File: src/rtl/int_vec_pkg.sv
// Shared types and helpers for the vectored interrupt controller.
// Build option INT_NEST_EN (see int_vec_ctrl) does not affect this package.
package int_vec_pkg;

  typedef enum logic [1:0] {
    StIdle,
    StArm,
    StTake
  } state_e;

  // Bit width needed to hold values 0..n-1, never less than 1.
  function automatic int unsigned clog2(input int unsigned n);
    int unsigned r;
    r = 1;
    for (int unsigned i = 1; i < 31; i++) begin
      if ((32'd1 << i) < n) r = i + 1;
    end
    return r;
  endfunction

  function automatic int vec_of(input int base, input int stride, input int idx);
    return base + idx * stride;
  endfunction

endpackage

File: src/rtl/int_vec_ctrl_if.sv
// Request/strobe inputs and status outputs of int_vec_ctrl, bundled as one interface.
// slave = the controller, master = the control unit side.
interface int_vec_ctrl_if #(
  parameter int unsigned NCH        = 4,
  parameter int unsigned VEC_W      = 8,
  parameter int unsigned NEST_DEPTH = 2
) ();
  import int_vec_pkg::*;

  localparam int unsigned IW = clog2(NCH);
  localparam int unsigned LW = clog2(NCH + 1);
  localparam int unsigned DW = clog2(NEST_DEPTH + 1);

  logic [NCH-1:0]   PULSE;
  logic             INS_END;
  logic             EI;
  logic             DI;
  logic             IRET;
  logic             ACK;
  logic             MASK_WE;
  logic [NCH-1:0]   MASK_D;
  logic             INT;
  logic [VEC_W-1:0] VEC;
  logic [IW-1:0]    IID;
  logic             IEN;
  logic [NCH-1:0]   PEND;
  logic [LW-1:0]    LEVEL;
  logic [DW-1:0]    DEPTH;
  logic             ERR;

  modport slave (
    input  PULSE, INS_END, EI, DI, IRET, ACK, MASK_WE, MASK_D,
    output INT, VEC, IID, IEN, PEND, LEVEL, DEPTH, ERR
  );

  modport master (
    output PULSE, INS_END, EI, DI, IRET, ACK, MASK_WE, MASK_D,
    input  INT, VEC, IID, IEN, PEND, LEVEL, DEPTH, ERR
  );

endinterface

File: src/rtl/int_sync_edge.sv
// Two-flop synchroniser plus rising-edge detector for one raw request line.
// edge_o is a one-cycle pulse, high the cycle after the second sync flop rises.
module int_sync_edge (
  input  logic clk_i,
  input  logic rst_i,
  input  logic async_i,
  output logic edge_o
);

  logic s1_q, s1_d;
  logic s2_q, s2_d;
  logic prev_q, prev_d;

  always_comb begin
    s1_d   = async_i;
    s2_d   = s1_q;
    prev_d = s2_q;
  end

  always_ff @(posedge clk_i or posedge rst_i) begin
    if (rst_i) begin
      s1_q   <= 1'b0;
      s2_q   <= 1'b0;
      prev_q <= 1'b0;
    end else begin
      s1_q   <= s1_d;
      s2_q   <= s2_d;
      prev_q <= prev_d;
    end
  end

  assign edge_o = s2_q & ~prev_q;

endmodule

File: src/rtl/int_vec_ctrl.sv
// Prioritised, maskable, vectored interrupt controller with a priority-level stack.
// Define INT_NEST_EN to allow NEST_DEPTH nested handlers; otherwise one level only.
module int_vec_ctrl #(
  parameter int unsigned      NCH        = 4,
  parameter int unsigned      VEC_W      = 8,
  parameter logic [VEC_W-1:0] VEC_BASE   = 8'h80,
  parameter int unsigned      VEC_STRIDE = 4,
  parameter int unsigned      NEST_DEPTH = 2
) (
  input logic            T3,
  input logic            CLR,
  int_vec_ctrl_if.slave  bus
);
  import int_vec_pkg::*;

  localparam int unsigned IW = clog2(NCH);
  localparam int unsigned LW = clog2(NCH + 1);
  localparam int unsigned DW = clog2(NEST_DEPTH + 1);
`ifdef INT_NEST_EN
  localparam int unsigned NestEff = NEST_DEPTH;
`else
  localparam int unsigned NestEff = 1;
`endif
  // Sized to cover every DEPTH code so indexing never goes out of range.
  localparam int unsigned StackN = 1 << DW;

  state_e           state_q, state_d;
  logic [NCH-1:0]   pend_q, pend_d;
  logic [NCH-1:0]   mask_q, mask_d;
  logic [IW-1:0]    iid_q, iid_d;
  logic [VEC_W-1:0] vec_q, vec_d;
  logic [LW-1:0]    level_q, level_d;
  logic [DW-1:0]    depth_q, depth_d;
  logic             ien_q, ien_d;
  logic             err_q, err_d;
  logic [LW-1:0]    stack_q [StackN];
  logic [LW-1:0]    stack_d [StackN];

  logic [NCH-1:0]   edge_det;
  logic [NCH-1:0]   elig;
  logic [IW-1:0]    winner;
  logic             take_ok;
  logic             take;

  for (genvar g = 0; g < NCH; g++) begin : g_sync
    int_sync_edge u_sync (
      .clk_i  (T3),
      .rst_i  (CLR),
      .async_i(bus.PULSE[g]),
      .edge_o (edge_det[g])
    );
  end

  // Only channels strictly more urgent than the level in service may interrupt.
  always_comb begin
    elig   = '0;
    winner = '0;
    for (int i = 0; i < int'(NCH); i++) begin
      elig[i] = pend_q[i] & ~mask_q[i] & (LW'(i) < level_q);
    end
    for (int i = int'(NCH) - 1; i >= 0; i--) begin
      if (elig[i]) winner = IW'(i);
    end
  end

  assign take_ok = ien_q & (depth_q < DW'(NestEff));

  always_comb begin
    state_d = state_q;
    iid_d   = iid_q;
    vec_d   = vec_q;
    take    = 1'b0;
    unique case (state_q)
      StIdle: begin
        if (take_ok && (elig != '0)) state_d = StArm;
      end
      StArm: begin
        if (!take_ok || (elig == '0)) begin
          state_d = StIdle;
        end else if (bus.INS_END) begin
          state_d = StTake;
          iid_d   = winner;
          vec_d   = VEC_W'(vec_of(int'(VEC_BASE), int'(VEC_STRIDE), int'(winner)));
        end
      end
      StTake: begin
        if (bus.ACK) begin
          state_d = StIdle;
          take    = 1'b1;
        end
      end
      default: state_d = StIdle;
    endcase
  end

  always_comb begin
    // A new edge wins over the clear of the same channel.
    pend_d  = (pend_q & ~(take ? (NCH'(1) << iid_q) : '0)) | edge_det;
    mask_d  = bus.MASK_WE ? bus.MASK_D : mask_q;
    ien_d   = ien_q;
    err_d   = err_q;
    level_d = level_q;
    depth_d = depth_q;
    stack_d = stack_q;

    if (take) begin
      ien_d = 1'b0;
    end else if (bus.DI) begin
      ien_d = 1'b0;
    end else if (bus.EI) begin
      ien_d = 1'b1;
    end else if (bus.IRET && (depth_q != '0)) begin
      ien_d = 1'b1;
    end

    if (take) begin
      stack_d[depth_q] = level_q;
      level_d          = LW'(iid_q);
      depth_d          = depth_q + 1'b1;
    end else if (bus.IRET) begin
      if (depth_q != '0) begin
        level_d = stack_q[depth_q - 1'b1];
        depth_d = depth_q - 1'b1;
      end else begin
        err_d = 1'b1;
      end
    end
  end

  always_ff @(posedge T3 or posedge CLR) begin
    if (CLR) begin
      state_q <= StIdle;
      pend_q  <= '0;
      mask_q  <= '0;
      iid_q   <= '0;
      vec_q   <= VEC_BASE;
      level_q <= LW'(NCH);
      depth_q <= '0;
      ien_q   <= 1'b0;
      err_q   <= 1'b0;
      stack_q <= '{default: '0};
    end else begin
      state_q <= state_d;
      pend_q  <= pend_d;
      mask_q  <= mask_d;
      iid_q   <= iid_d;
      vec_q   <= vec_d;
      level_q <= level_d;
      depth_q <= depth_d;
      ien_q   <= ien_d;
      err_q   <= err_d;
      stack_q <= stack_d;
    end
  end

  assign bus.INT   = (state_q == StTake);
  assign bus.VEC   = vec_q;
  assign bus.IID   = iid_q;
  assign bus.IEN   = ien_q;
  assign bus.PEND  = pend_q;
  assign bus.LEVEL = level_q;
  assign bus.DEPTH = depth_q;
  assign bus.ERR   = err_q;

endmodule

File: src/flat_wrapper.sv
// flat-port wrapper written by rule: the top's interface ports become plain ports
module int_vec_ctrl_flat import int_vec_pkg::*;
#(
  parameter int unsigned      NCH        = 4,
  parameter int unsigned      VEC_W      = 8,
  parameter logic [VEC_W-1:0] VEC_BASE   = 8'h80,
  parameter int unsigned      VEC_STRIDE = 4,
  parameter int unsigned      NEST_DEPTH = 2
)
  (T3, CLR, bus_PULSE, bus_INS_END, bus_EI, bus_DI, bus_IRET, bus_ACK, bus_MASK_WE, bus_MASK_D, bus_INT, bus_VEC, bus_IID, bus_IEN, bus_PEND, bus_LEVEL, bus_DEPTH, bus_ERR);
  int_vec_ctrl_if #(.NCH(NCH), .VEC_W(VEC_W), .NEST_DEPTH(NEST_DEPTH)) bus_i ();
  input logic T3;
  input logic CLR;
  input wire logic [$bits(bus_i.PULSE)-1:0] bus_PULSE;
  input wire logic [$bits(bus_i.INS_END)-1:0] bus_INS_END;
  input wire logic [$bits(bus_i.EI)-1:0] bus_EI;
  input wire logic [$bits(bus_i.DI)-1:0] bus_DI;
  input wire logic [$bits(bus_i.IRET)-1:0] bus_IRET;
  input wire logic [$bits(bus_i.ACK)-1:0] bus_ACK;
  input wire logic [$bits(bus_i.MASK_WE)-1:0] bus_MASK_WE;
  input wire logic [$bits(bus_i.MASK_D)-1:0] bus_MASK_D;
  output wire logic [$bits(bus_i.INT)-1:0] bus_INT;
  output wire logic [$bits(bus_i.VEC)-1:0] bus_VEC;
  output wire logic [$bits(bus_i.IID)-1:0] bus_IID;
  output wire logic [$bits(bus_i.IEN)-1:0] bus_IEN;
  output wire logic [$bits(bus_i.PEND)-1:0] bus_PEND;
  output wire logic [$bits(bus_i.LEVEL)-1:0] bus_LEVEL;
  output wire logic [$bits(bus_i.DEPTH)-1:0] bus_DEPTH;
  output wire logic [$bits(bus_i.ERR)-1:0] bus_ERR;
  assign bus_i.PULSE = bus_PULSE;
  assign bus_i.INS_END = bus_INS_END;
  assign bus_i.EI = bus_EI;
  assign bus_i.DI = bus_DI;
  assign bus_i.IRET = bus_IRET;
  assign bus_i.ACK = bus_ACK;
  assign bus_i.MASK_WE = bus_MASK_WE;
  assign bus_i.MASK_D = bus_MASK_D;
  assign bus_INT = bus_i.INT;
  assign bus_VEC = bus_i.VEC;
  assign bus_IID = bus_i.IID;
  assign bus_IEN = bus_i.IEN;
  assign bus_PEND = bus_i.PEND;
  assign bus_LEVEL = bus_i.LEVEL;
  assign bus_DEPTH = bus_i.DEPTH;
  assign bus_ERR = bus_i.ERR;
  int_vec_ctrl #(.NCH(NCH), .VEC_W(VEC_W), .VEC_BASE(VEC_BASE), .VEC_STRIDE(VEC_STRIDE), .NEST_DEPTH(NEST_DEPTH)) u_core (.T3(T3), .CLR(CLR), .bus(bus_i));
endmodule
File: config.mk
export PLATFORM = sky130hd
export DESIGN_NAME = int_vec_ctrl_flat
export DESIGN_NICKNAME = d
export VERILOG_FILES = /design/src/rtl/int_vec_pkg.sv /design/src/rtl/int_vec_ctrl_if.sv /design/src/rtl/int_sync_edge.sv /design/src/rtl/int_vec_ctrl.sv /design/src/flat_wrapper.sv
export SDC_FILE = /design/constraint.sdc
export NUM_CORES = 1
export LEC_CHECK = 0
export ABC_AREA = 1
export ABC_CLOCK_PERIOD_IN_PS = 1800
export CAP_MARGIN = 5
export CORE_MARGIN = 3
export CORE_UTILIZATION = 51
export CTS_CLUSTER_DIAMETER = 60
export DETAILED_ROUTE_END_ITERATION = 10
export PLACE_DENSITY = 0.84
export SLEW_MARGIN = 0
export SYNTH_ARGS = -nofsm -noshare
export SYNTH_HDL_FRONTEND = slang
export SYNTH_SLANG_ARGS = --single-unit
File: constraint.sdc
create_clock -name T3 -period 1.8 [get_ports T3]
set_input_delay 0.54 -clock T3 [delete_from_list [all_inputs] [get_ports T3]]
set_output_delay 0.54 -clock T3 [all_outputs]
set_load 0.01 [all_outputs]
==> metrics <==
CP Data Arrival Time=1.23 ns; DP Wirelength=between 2000 and 3000 um; H-tree Lvls=2; crit path from=u_core.bus.IID[0]$_DFFE_PP0P_; Die W=67.2 um; Critical Path, Cell by Cell=clkdlybuf4s50_1; reg2reg start=u_core.bus.DEPTH[1]$_DFFE_PP0P_; Synth Area in XOR/XNOR=less than 1%; Synth Area in Adders=about 2.6%; port bufs=31; power share of the clock group=roughly 22%; largest cells by area after synthesis=dfrtp_1 (55%), nand2_1 (7.1%), o21ai_0 (6.0%), inv_1 (4.9%), buf_4 (3.1%); drt total wl=3620 um; # rows=21; status=complete, no violations; Reg power frac=around two fifths; post-synthesis instance area=roughly 1900 um2; Hold Vio Cnt, Final=0; final setup fails=0; Post-Synth Simple-Gate Area=between 10% and 20%; Netlist cell types=30; placed cells=approximately 270; Comb power frac=between 30% and 40%; sw frac=36.1%; Final #Nets=between 200 and 300; crit path buf inv count=1; post-synthesis mux area share=roughly 1.2%; GR Overflow Total=0; CP Launch Type=flop; Crit Path Max Fanout=3; Commonest cells post-synth=dfrtp_1 (42), nand2_1 (36), inv_1 (25); first-pass GRT wire length=between 6000 and 7000 um; most numerous cell in the Yosys netlist=dfrtp_1; Worst Skew=just over 0.006 ns; VDD IR max=about 0.79 mV; GPL Wtd Cong=around 0.84; Die Height=approximately 67 um; ys flop type=dfrtp_1; I/O pin count=38; MaxCap Viol Count=0; post-route setup slack=between 0.03 and 0.04 ns; P_leak=1.23 nW; Post-synth EDFFs=0; Pwr Total=2.76 mW; fin crit share=98.1%; TritonCTS Buffers=5; Hold Crit Class=flop to flop; crit path time final=1.77 ns; RSZ-0062 raised after global routing=false; CP Capture Type=output pin; slowest stage cell, crit path=clkdlybuf4s50_1; First-pass DRT Iterations=5; Pins Over Slew Limit=0; hold buffers post-CTS=0; Pwr Density=1160 nW/um2; yosys warns=0; Via density=4.84; CP Data Required Time=roughly 1.3 ns; sequential share of the synthesized area=between 50% and 60%; Sink Count=43; critical path's top delay family=buffers and inverters; reg-to-reg setup timing slack=about 0.2 ns; main combinational cell family by area after synthesis=simple AND/OR/NAND/NOR gates; maximum buffer depth of the clock tree=2; Setup WS pre-CTS=roughly 0.12 ns; P_int=roughly 1.8 mW; die area=~4500 um2; root buffer cell=clkbuf_8; fraction of registers with async set/reset=100%; Avg Inst Size Synth=9.74 um2; Initial Util=~55%; Final ANT Viol Nets=0; Seq cells post-synth=43; CTS tree=done; initial antenna violation count=0; DR iter-0 viols=60; # DRC=0; hold path startpoint=u_core.g_sync[1].u_sync.s1_q$_DFF_PP0_; vias in the first global route=1314; ant diodes=0; Core Region=about 3500 um2; WS Path Type=flop to output pin; clk_lat worst skew=approximately 0.30 ns; clock slew at reported path FFs=about 0.08 ns; setup_tns=0 ns; GR Util All Layers=a little under a fifth; Syn-to-layout area delta=25.0%; WL per Instance=between 10 and 15 um; cells after synthesis=just under 200; fmax=566 MHz; compound-cell area share of the yosys netlist=a little over a tenth; largest net degree at the start of global routing=30; layout cells sized above 1=between 10% and 20%; area share of the largest cell type after synthesis=55.1%; post-synth top area cell=dfrtp_1; routed vias=around 1400; Post-Layout Cell Count=roughly 280; slowest cell delay on critical path=0.54 ns; Net Switching=between 0.9 and 1 mW
## cell type report
class	instances	area [um2]
Fill cell	251	1080
Clock inverter	3	25.0
Multi-Input combinational cell	121	674
Inverter	27	106
Tap cell	46	57.6
Timing Repair Buffer	38	373
Sequential cell	43	1080
Clock buffer	5	68.8
## timing repair
item                                   CTS  global route
setup endpoints to repair                8             6
endpoints found under the hold margin    0             0
buffers inserted                         3             0
gates cloned                             0             0
resized for setup                        6             6
pin swaps                                0             0
## metrics by stage
step | area [um2] | hold WS [ns] | util, %
finish | 2380 | 0.352 | 68.8
CTS | 2370 | 0.354 | 68.3
global route | 2380 | 0.361 | 68.8
global placement | 2260 | 0.332 | 65.0
detailed placement | 2260 | 0.335 | 65.0
floorplan | 1920 | 0.331 | -
## state kept, by name, summed over array words and instances (netlist names), 2 cells and up
register,count
u_core.bus.IID,2
u_core.g_sync.u_sync.s1_q,4
u_core.g_sync.u_sync.prev_q,4
u_core.state_q,2
u_core.bus.DEPTH,2
u_core.bus.PEND,4
u_core.g_sync.u_sync.prev_d,4
u_core.mask_q,4
u_core.stack_q,12
u_core.bus.LEVEL,3
## routing by layer
metal	track usage, %	up-vias	wire (um)
met5	0	-	0
met4	10.4	0	51
met3	5.32	5	273
met2	26.0	53	1610
met1	25.9	617	1680
li1	-	696	-
## worst paths after layout
check	endpoint	cells after the start
hold / removal	u_core.g_sync[1].u_sync.prev_d$_DFF_PP0_	0
min in group asynchronous	u_core.mask_q[2]$_DFFE_PP0P_	3
max in group asynchronous	u_core.bus.IID[0]$_DFFE_PP0P_	3
setup reg to reg	u_core.bus.IID[0]$_DFFE_PP0P_	8
hold reg to reg	u_core.g_sync[1].u_sync.prev_d$_DFF_PP0_	0
setup / recovery	bus_VEC[2]	1
## power groups by stage
stage | registers (mW) | clock network [mW] | logic, mW
6_report | 1.14 | 0.616 | 1.00
5_1_grt | 1.16 | 0.678 | 1.11
4_1_cts | 1.14 | 0.631 | 1.01
3_5_place_dp | 1.18 | 0 | 0.968
3_3_place_gp | 1.17 | 0 | 0.954
2_1_floorplan | 1.19 | 0 | 0.630
## cell usage in the layout (no fill, tap or decap), drive strengths merged
master	instances
nand4	4
mux2	2
conb	6
dfrtp	42
o21ai	28
a21oi	1
clkinvlp	1
inv	26
ha	4
dlymetal6s2s	6
nand3	4
dlygate4sd2	4
dfstp	1
o22ai	4
a31o	1
clkdlybuf4s50	21
o221ai	1
nor2	16
clkinv	3
o211ai	2
clkbuf	5
nor3	3
buf	7
nand2	44
xor2	1
## kinds of logic (layout without fill, tap and decap cells)
group | Yosys count | count (layout)
buf+inv | 36 | 73
other cells | 2 | 6
simple gates | 71 | 71
compound gates | 37 | 37
xor+xnor | 1 | 1
mux | 2 | 2
fa+ha+maj | 4 | 4
flops | 43 | 43
No activity file was read; power rests on OpenSTA's default activity.
